**src/rtl/led_pattern_gen.sv**
```systemverilog
// led_pattern_gen -- board-status LED driver.
//
// A prescaled tick steps one of four patterns across LED[NUM_LEDS-1:1]
// (binary count, bouncing scanner, PWM breathe, hold). LED[NUM_LEDS] is a
// pulse-stretched activity indicator for the asynchronous ACT_IN line.
//
// Optional feature macro: LED_PATTERN_BREATHE_EN
//   defined   -> MODE=2 is the PWM breathe pattern (duty / pwm_cnt present)
//   undefined -> breathe logic removed; MODE=2 aliases MODE=0, sharing its
//                count state, so 0<->2 switches do not reinitialise.

module led_pattern_gen #(
    parameter int NUM_LEDS       = 8,
    parameter int DIV_WIDTH      = 24,
    parameter int STRETCH_CYCLES = 65536
) (
    input  logic              SYS_CLK,
    input  logic              RESETN,
    input  logic              CLR_N,
    input  logic [1:0]        MODE,
    input  logic              ACT_IN,
    output logic              TICK,
    output logic [NUM_LEDS:1] LED
);

    localparam int P  = NUM_LEDS - 1;
    localparam int SW = $clog2(STRETCH_CYCLES + 1);

    localparam logic [1:0] MODE_COUNT   = 2'd0;
    localparam logic [1:0] MODE_SCAN    = 2'd1;
    localparam logic [1:0] MODE_BREATHE = 2'd2;
    localparam logic [1:0] MODE_HOLD    = 2'd3;

    localparam logic [P-1:0] POS_INIT = {{(P-1){1'b0}}, 1'b1};

    // ------------------------------------------------------------------
    // Clear synchroniser
    // ------------------------------------------------------------------
    logic [1:0] clr_sync_q;
    logic       clr_active;

    // Two-flop synchroniser; resets high so reset itself never reads as a clear.
    always_ff @(posedge SYS_CLK or negedge RESETN) begin
        // NOTE: sequential state uses non-blocking (<=) so every flop samples
        // pre-edge values regardless of statement order.
        if (!RESETN) begin
            clr_sync_q <= 2'b11;
        end else begin
            clr_sync_q <= {clr_sync_q[0], CLR_N};
        end
    end

    assign clr_active = ~clr_sync_q[1];

    // ------------------------------------------------------------------
    // Prescaler
    // ------------------------------------------------------------------
    logic [DIV_WIDTH-1:0] div_cnt_q;
    logic                 tick_evt;
    logic                 tick_q;

    // The edge on which div_cnt wraps from all-ones is the tick event.
    assign tick_evt = ~clr_active & (&div_cnt_q);

    // Free-running prescaler, held at zero while clear is active.
    always_ff @(posedge SYS_CLK or negedge RESETN) begin
        if (!RESETN) begin
            div_cnt_q <= '0;
            tick_q    <= 1'b0;
        end else begin
            div_cnt_q <= clr_active ? '0 : div_cnt_q + 1'b1;
            tick_q    <= tick_evt;
        end
    end

    // ------------------------------------------------------------------
    // Mode tracking
    // ------------------------------------------------------------------
    logic [1:0] eff_mode;
    logic [1:0] mode_q;
    logic [1:0] last_mode_q;
    logic       reinit;

    // Effective mode and reinit decision: entering a running mode from a
    // different one restarts it, except when simply leaving hold.
    always_comb begin
        // NOTE: every variable assigned in always_comb gets a value on every
        // path (defaults first) so no latches are inferred.
`ifdef LED_PATTERN_BREATHE_EN
        eff_mode = MODE;
`else
        eff_mode = (MODE == MODE_BREATHE) ? MODE_COUNT : MODE;
`endif
        reinit = (eff_mode != MODE_HOLD) && (eff_mode != mode_q) &&
                 !((mode_q == MODE_HOLD) && (eff_mode == last_mode_q));
    end

    // Remember the current mode and the last non-hold mode.
    always_ff @(posedge SYS_CLK or negedge RESETN) begin
        if (!RESETN) begin
            mode_q      <= MODE_COUNT;
            last_mode_q <= MODE_COUNT;
        end else begin
            mode_q <= eff_mode;
            if (eff_mode != MODE_HOLD) begin
                last_mode_q <= eff_mode;
            end
        end
    end

    // ------------------------------------------------------------------
    // Count and scan pattern state
    // ------------------------------------------------------------------
    logic [P-1:0] cnt_q, cnt_d;
    logic [P-1:0] pos_q, pos_d;
    logic         scan_up_q, scan_up_d;

    // Next-state for count and scan; only the active mode steps on a tick.
    always_comb begin
        cnt_d     = cnt_q;
        pos_d     = pos_q;
        scan_up_d = scan_up_q;
        if (clr_active) begin
            cnt_d     = '0;
            pos_d     = POS_INIT;
            scan_up_d = 1'b1;
        end else if (eff_mode == MODE_COUNT) begin
            if (reinit) begin
                cnt_d = '0;
            end else if (tick_evt) begin
                cnt_d = cnt_q + 1'b1;
            end
        end else if (eff_mode == MODE_SCAN) begin
            if (reinit) begin
                pos_d     = POS_INIT;
                scan_up_d = 1'b1;
            end else if (tick_evt) begin
                if (scan_up_q) begin
                    pos_d = pos_q << 1;
                    if (pos_d[P-1]) scan_up_d = 1'b0;
                end else begin
                    pos_d = pos_q >> 1;
                    if (pos_d[0]) scan_up_d = 1'b1;
                end
            end
        end
    end

    // Count and scan registers.
    always_ff @(posedge SYS_CLK or negedge RESETN) begin
        if (!RESETN) begin
            cnt_q     <= '0;
            pos_q     <= POS_INIT;
            scan_up_q <= 1'b1;
        end else begin
            cnt_q     <= cnt_d;
            pos_q     <= pos_d;
            scan_up_q <= scan_up_d;
        end
    end

`ifdef LED_PATTERN_BREATHE_EN
    // ------------------------------------------------------------------
    // Breathe pattern state
    // ------------------------------------------------------------------
    logic [7:0] duty_q, duty_d;
    logic [7:0] pwm_cnt_q, pwm_cnt_d;
    logic       duty_up_q, duty_up_d;
    logic       breathe_on;

    // Duty bounces 0..255..0 one step per tick; pwm_cnt free-runs.
    always_comb begin
        duty_d     = duty_q;
        duty_up_d  = duty_up_q;
        pwm_cnt_d  = pwm_cnt_q + 8'd1;
        breathe_on = (pwm_cnt_q < duty_q);
        if (clr_active) begin
            duty_d     = '0;
            duty_up_d  = 1'b1;
            pwm_cnt_d  = '0;
            breathe_on = 1'b0;
        end else if (eff_mode == MODE_BREATHE) begin
            if (reinit) begin
                duty_d     = '0;
                duty_up_d  = 1'b1;
                pwm_cnt_d  = '0;
                breathe_on = 1'b0;
            end else if (tick_evt) begin
                if (duty_up_q) begin
                    duty_d = duty_q + 8'd1;
                    if (duty_d == 8'hFF) duty_up_d = 1'b0;
                end else begin
                    duty_d = duty_q - 8'd1;
                    if (duty_d == 8'h00) duty_up_d = 1'b1;
                end
            end
        end
    end

    // Breathe registers.
    always_ff @(posedge SYS_CLK or negedge RESETN) begin
        if (!RESETN) begin
            duty_q    <= '0;
            duty_up_q <= 1'b1;
            pwm_cnt_q <= '0;
        end else begin
            duty_q    <= duty_d;
            duty_up_q <= duty_up_d;
            pwm_cnt_q <= pwm_cnt_d;
        end
    end
`endif

    // ------------------------------------------------------------------
    // Pattern LED output register
    // ------------------------------------------------------------------
    logic [P-1:0] led_q, led_d;

    // Pattern LEDs follow the next state so count/scan change with TICK.
    always_comb begin
        led_d = led_q;
        if (clr_active) begin
            led_d = '0;
        end else begin
            case (eff_mode)
                MODE_COUNT:   led_d = cnt_d;
                MODE_SCAN:    led_d = pos_d;
`ifdef LED_PATTERN_BREATHE_EN
                MODE_BREATHE: led_d = {P{breathe_on}};
`endif
                default:      led_d = led_q;
            endcase
        end
    end

    // Pattern LED register; holding it is what freezes the display in hold.
    always_ff @(posedge SYS_CLK or negedge RESETN) begin
        if (!RESETN) begin
            led_q <= '0;
        end else begin
            led_q <= led_d;
        end
    end

    // ------------------------------------------------------------------
    // Activity stretcher
    // ------------------------------------------------------------------
    logic [1:0]    act_sync_q;
    logic          act_hist_q;
    logic [SW-1:0] stretch_q, stretch_d;
    logic          act_led_q;

    // Any level change reloads the stretch counter, otherwise it counts down.
    always_comb begin
        stretch_d = stretch_q;
        if (act_sync_q[1] != act_hist_q) begin
            stretch_d = SW'(STRETCH_CYCLES);
        end else if (stretch_q != '0) begin
            stretch_d = stretch_q - 1'b1;
        end
    end

    // Activity synchroniser, history flop and stretch counter.
    always_ff @(posedge SYS_CLK or negedge RESETN) begin
        if (!RESETN) begin
            act_sync_q <= 2'b00;
            act_hist_q <= 1'b0;
            stretch_q  <= '0;
            act_led_q  <= 1'b0;
        end else begin
            act_sync_q <= {act_sync_q[0], ACT_IN};
            act_hist_q <= act_sync_q[1];
            stretch_q  <= stretch_d;
            act_led_q  <= (stretch_d != '0);
        end
    end

    assign TICK = tick_q;
    assign LED  = {act_led_q, led_q};

endmodule
```
**config.mk**
```make
export PLATFORM = sky130hd
export DESIGN_NAME = led_pattern_gen
export DESIGN_NICKNAME = d
export VERILOG_FILES = /design/src/rtl/led_pattern_gen.sv
export SDC_FILE = /design/constraint.sdc
export NUM_CORES = 1
export LEC_CHECK = 0
export ABC_AREA = 1
export CORE_MARGIN = 3
export CORE_UTILIZATION = 45
export CTS_BUF_LIST = sky130_fd_sc_hd__clkbuf_16
export DETAILED_ROUTE_END_ITERATION = 12
export GPL_ROUTABILITY_DRIVEN = 0
export SLEW_MARGIN = 10
export SYNTH_ARGS = -nofsm -noshare
export SYNTH_HDL_FRONTEND = slang
export SYNTH_SLANG_ARGS = --single-unit
```
**constraint.sdc**
```tcl
create_clock -name SYS_CLK -period 5.39 [get_ports SYS_CLK]
set_clock_uncertainty 0.1 [all_clocks]
set_input_delay 1.078 -clock SYS_CLK [delete_from_list [all_inputs] [get_ports SYS_CLK]]
set_output_delay 1.078 -clock SYS_CLK [all_outputs]
set_load 0.1 [all_outputs]
```
After elaboration in Yosys (flattened, before gate mapping)
Index checks and enable logic that the tools add are counted.

word-level totals
  input port bits = 6
  word-level logic and storage cells = 61
  output and inout bits = 9
  register bits after elaboration = 74

operators by class
  equality and inequality tests = 11
  muxes and demuxes = 24
  $add $sub $neg = 3
  reduce and logical (&&, ||, !) cells = 9
  bitwise operators = 1

operator list
  kind                                                                   count
  7-bit two-way mux                                                      11
  17-bit two-way mux                                                     2
  17-bit nonzero test                                                    2
  24-bit by 1-bit adder with 24-bit output, second input constant        1
  24-bit two-way mux                                                     1
  24-bit AND reduction                                                   1
  17-bit by 1-bit subtractor with 17-bit output, second input constant   1
  7-bit case mux with 2 select lines                                     1
  1-bit two-way mux                                                      8
  7-bit by 1-bit adder with 7-bit output, second input constant          1
  3-bit by 1-bit != test with 1-bit output, second input constant        2
  2-bit equality test, second input constant                             2
  2-bit != test, second input constant                                   2
  1-bit logical AND                                                      3
  3-bit AND reduction                                                    1
  2-bit by 1-bit equality test with 1-bit output, second input constant  1
  2-bit equality test                                                    1
  2-bit logical NOT                                                      1
  2-bit two-way mux                                                      1
  2-bit by 1-bit != test with 1-bit output, second input constant        1
  2-bit != test                                                          1
  1-bit AND                                                              1
  1-bit logical NOT                                                      1
  1-bit != test                                                          1

Logic depth before layout (Yosys ltp)
  depth in word-level cells = 12
  mapped depth = 13
  depth with buffers taken out = 13

Least setup slack after synthesis
OpenSTA, ideal clock, no wires.

  path type = input to register
  start point = in MODE[1]
  end point = reg led_q[3]
  stages = 10
  setup time = 0.068 ns
  arrival time = 1.978 ns
  required time = 5.222 ns
  buffers on the path = 0
  slack = 3.244 ns
  cell sequence = nand2_1 nand3_1 nand4_2 a21oi_2 nand2_1 nor2_2 nand2_1 nand2_1 nand2_1 nand2_1

between the ends
  elaborated cells on any way between the ends = 21
  classes of those cells = 6 x eq/ne; 10 x mux; 5 x reduce/logical

RTL lines
  item                                  line  RTL
  start, declared                       20    input logic [1:0] MODE,
  2-bit equality test                   92    eff_mode = (MODE == MODE_BREATHE) ? MODE_COUNT : MODE;
  2-bit two-way mux *                   92
  2-bit equality test                   95    !((mode_q == MODE_HOLD) && (eff_mode == last_mode_q));
  1-bit logical AND                     95
  1-bit logical NOT                     95
  1-bit logical AND                     94    reinit = (eff_mode != MODE_HOLD) && (eff_mode != mode_q) &&
  7-bit two-way mux                     128   if (reinit) begin
  7-bit two-way mux *                   127   end else if (eff_mode == MODE_COUNT) begin
  7-bit two-way mux *                   123   if (clr_active) begin
  named net cnt_d[3]                    114   logic [P-1:0] cnt_q, cnt_d;
  7-bit case mux with 2 select lines *  225   case (eff_mode)
  7-bit two-way mux *                   222   if (clr_active) begin
  end signal, assigned                  241   led_q <= led_d;
  end, declared                         217   logic [P-1:0] led_q, led_d;

Mark *: on every way through the listed nets, which the timed path passes. The rest lies on a longest branch.
A chain may end at the register's enable or synchronous reset.

Final worst setup path
  start point = reg led_q[3]
  end point = out LED[4] in the netlist's numbering

RTL lines
  item           line  RTL
  end, declared  23    output logic [NUM_LEDS:1] LED

No word-level cell between the ends.

==> flow_summary.yaml <==
worst_setup_path:
  crit_type: "reg -> out"
  setup.worst_path.start_class: "flop"
  cp.required_ps: 4210
  worst-path-max-fanout: 2
  path_delay_family: "buffers and inverters"
  path_buf_inv: 1
  worst_path_max_delay_cell: "clkdlybuf4s50_1"
  critical_path.cell_chain: "clkdlybuf4s50_1"
  crit_path_dat_ps: 1820
  critPathMaxStageDelay_ps: 1140
  critPathCaptureType: "output pin"
detailed_routing:
  drt_initial_violations: 161
  vias: 3065
  detail_route.wl_per_cell_microns: 13.1
  totalWireLength_microns: 7970
  post_route_drc_violation_count: 0
  ant_nets: 0
  post_drt_via_cell_ratio: 5.05
  detail_route.first_pass.iterations: 4
synthesis:
  ff_latch_count_synth: 74
  synth_nets: 493
  post_synth.cell_area_avg_sq_um: 8.01
  synth.distinct_cells: 38
  synth_seq_area_share_pct: 48.0
  synthCells: 483
  combined_area_of_all_synthesized_cells_sq_um: 3870
  synthesis.yosys.warnings: 0
sta:
  fmaxAchievable_ghz: 0.333
  max-slew-margin-rel_pct: 32.1
  slew_viol_final: 0
  timing.final.crit_share_pct: 55.7
  timing.final.hold_violations: 0
  hold_slack_ps: 252
  finalSetupViolCount: 0
  rsz_0062_raised_after_global_routing: "false"
  fin_crit_ps: 3000
  pin_slew_with_the_least_headroom_to_its_limit_ps: 1010
  fin_tns_setup_ps: 0
global_route:
  grt_remaining_overflow: 0
  grt_antenna_before_repair: 0
  global_route_wire_length_before_repair_microns: 14200
  grt_start_max_net_pins: 75
  grt_use_total_pct: 18.2
  first_global_vias: 3015
cts:
  clock_sink_count: 74
  cts_buffer_depth: 2
  cts_tree: "yes"
  post_cts_buffers: 0
  clock_tree.root_cell: "clkbuf_16"
  cts.clk_slew.worst_paths_ps: 60
  post_cts_resized: 0
  cts_hold_buffers: 0
  cts_htree_levels: 3
  clock_latency_late_sink_ps: 330
  cts-buffers-inserted: 9
floorplanning:
  fp.dieW_microns: 98.7
  placement_rows: 33
  core_area_sq_um: 8300
  die_h_microns: 98.7
  io-pin-count: 15
  initial_utilization_pct: 46.6
  die_area_sq_um: 9750
hold_path:
  hold_path_class: "reg -> reg"
placed_design:
  io_buffer_count: 14
  detailed_place_hpwl_microns: 5570
power_and_ir_drop:
  power_leakage_nw: 2.26
  p_switching_mw: 0.582
  internal_power_consumption_mw: 1.13
  power.density_nw_per_um2: 392
  clkPwrFrac_pct: 33.0
  vdd_ir_drop_max_v: 0.000184
  comb_power_share_pct: 28.5
  share_seq_of_total_power_pct: 38.4
  sw_frac_of_total_pct: 34.1
run:
  drv.max_cap_violation_count: 0
run_status:
  status: "complete, no violations"
final_layout:
  final_layout_size_suffix_gt1_share_pct: 8.57
  nets: 508
  syn_to_final_growth_pct: 12.7
  antenna-diode-count: 0
path summary, 6_finish.rpt:
kind | start | endpoint | slack (ps) | cells past startpoint
setup / recovery | led_q[3] | LED[4] | 2390 | 1
hold / removal | act_sync_q[0] | act_sync_q[1] | 250 | 0
hold reg to reg | act_sync_q[0] | act_sync_q[1] | 250 | 0
setup reg to reg | clr_sync_q[1] | led_q[4] | 2800 | 8
min in group asynchronous | RESETN | stretch_q[0] | 790 | 1
max in group asynchronous | RESETN | div_cnt_q[18] | 3800 | 1
power groups by stage:
stage	clock network (mW)	logic [mW]	registers, mW
after floorplan	0	0.385	0.659
after global placement	0	0.480	0.665
after detailed placement	0	0.485	0.665
after CTS	0.588	0.489	0.656
after global routing	0.607	0.573	0.663
final	0.564	0.487	0.656
cell families after synthesis:
group	after synthesis	share of synthesized area (%)
xor+xnor	16	3.62
buf+inv	73	7.47
simple gates	257	30.6
compound gates	59	9.02
flops	74	48.0
fa+ha+maj	4	1.29
through the flow:
stage	power [mW]	std cells	cell area [sq um]	setup slack, ps	utilization, %
3_3_place_gp	1.14	592	4090	2280	49.2
5_1_grt	1.84	607	4360	2310	52.6
6_report	1.71	607	4360	2390	52.6
2_1_floorplan	1.04	483	3870	3240	-
4_1_cts	1.73	607	4360	2370	52.6
3_5_place_dp	1.15	592	4090	2190	49.2
layer usage:
layer / share of wire, % / track usage (%) / vias to the layer above
met3: 3.7 / 4.25 / 13
met1: 48 / 25.1 / 1422
met5: 0 / 0 / -
met4: 1.8 / 6.20 / 0
li1: - / - / 1576
met2: 46 / 28.3 / 54
cell usage in the layout, fill, tap and decap left out, types with 5 or more instances in the layout:
cell             count
nand2_1            116
dfrtp_1             70
inv_1               63
nor2_1              61
nand3_1             36
a21oi_1             23
o21ai_0             18
xor2_1              13
clkdlybuf4s50_1     13
nand4_1             11
clkbuf_16            9
nor3_1               7
nor2_4               5
nor2_2               5
sequential cells by signal (all words and copies together), names as in the netlist, 2 cells and up:
signal,flops
div_cnt_q,24
stretch_q,17
cnt_q,7
led_q,7
pos_q,7
act_sync_q,2
clr_sync_q,2
last_mode_q,2
mode_q,2
cells in the mapped netlist:
cell type	instances	area share (%)
dfstp_2	4	2.7
nor2_1	61	5.9
buf_6	1	0.29
nor2_2	5	0.81
a21oi_2	1	0.23
dfrtp_1	70	45
inv_1	61	5.9
o21bai_1	1	0.19
o211ai_1	4	0.78
clkbuf_1	5	0.49
xnor2_1	3	0.68
and2_1	1	0.16
nand3_1	36	4.7
o21ai_1	2	0.26
inv_2	2	0.19
a21oi_1	23	3.0
ha_1	4	1.3
buf_2	3	0.39
xor2_1	13	2.9
and3_1	4	0.65
o21a_1	2	0.39
nand3b_1	1	0.19
nand2_2	3	0.49
a21boi_0	1	0.19
a211oi_1	3	0.58
nand3_4	1	0.45
nor2_4	5	1.5
nand4_1	11	1.8
o21ai_0	18	2.3
nor2_8	1	0.52
o211ai_2	2	0.65
nand2_4	3	0.87
nor4_1	1	0.16
buf_4	1	0.19
nor3_1	7	0.91
nand2_1	116	11
o21ai_2	2	0.45
nand4_2	1	0.32
area by class of cell:
class	instances	area, sq um
clock buffer	9	225
clock inverter	6	51.3
fill	779	3940
inverter	63	236
multi-input combinational	336	1720
sequential	74	1860
tap	105	131
timing repair buffer	14	138
Power figures use the tool's default switching activity.
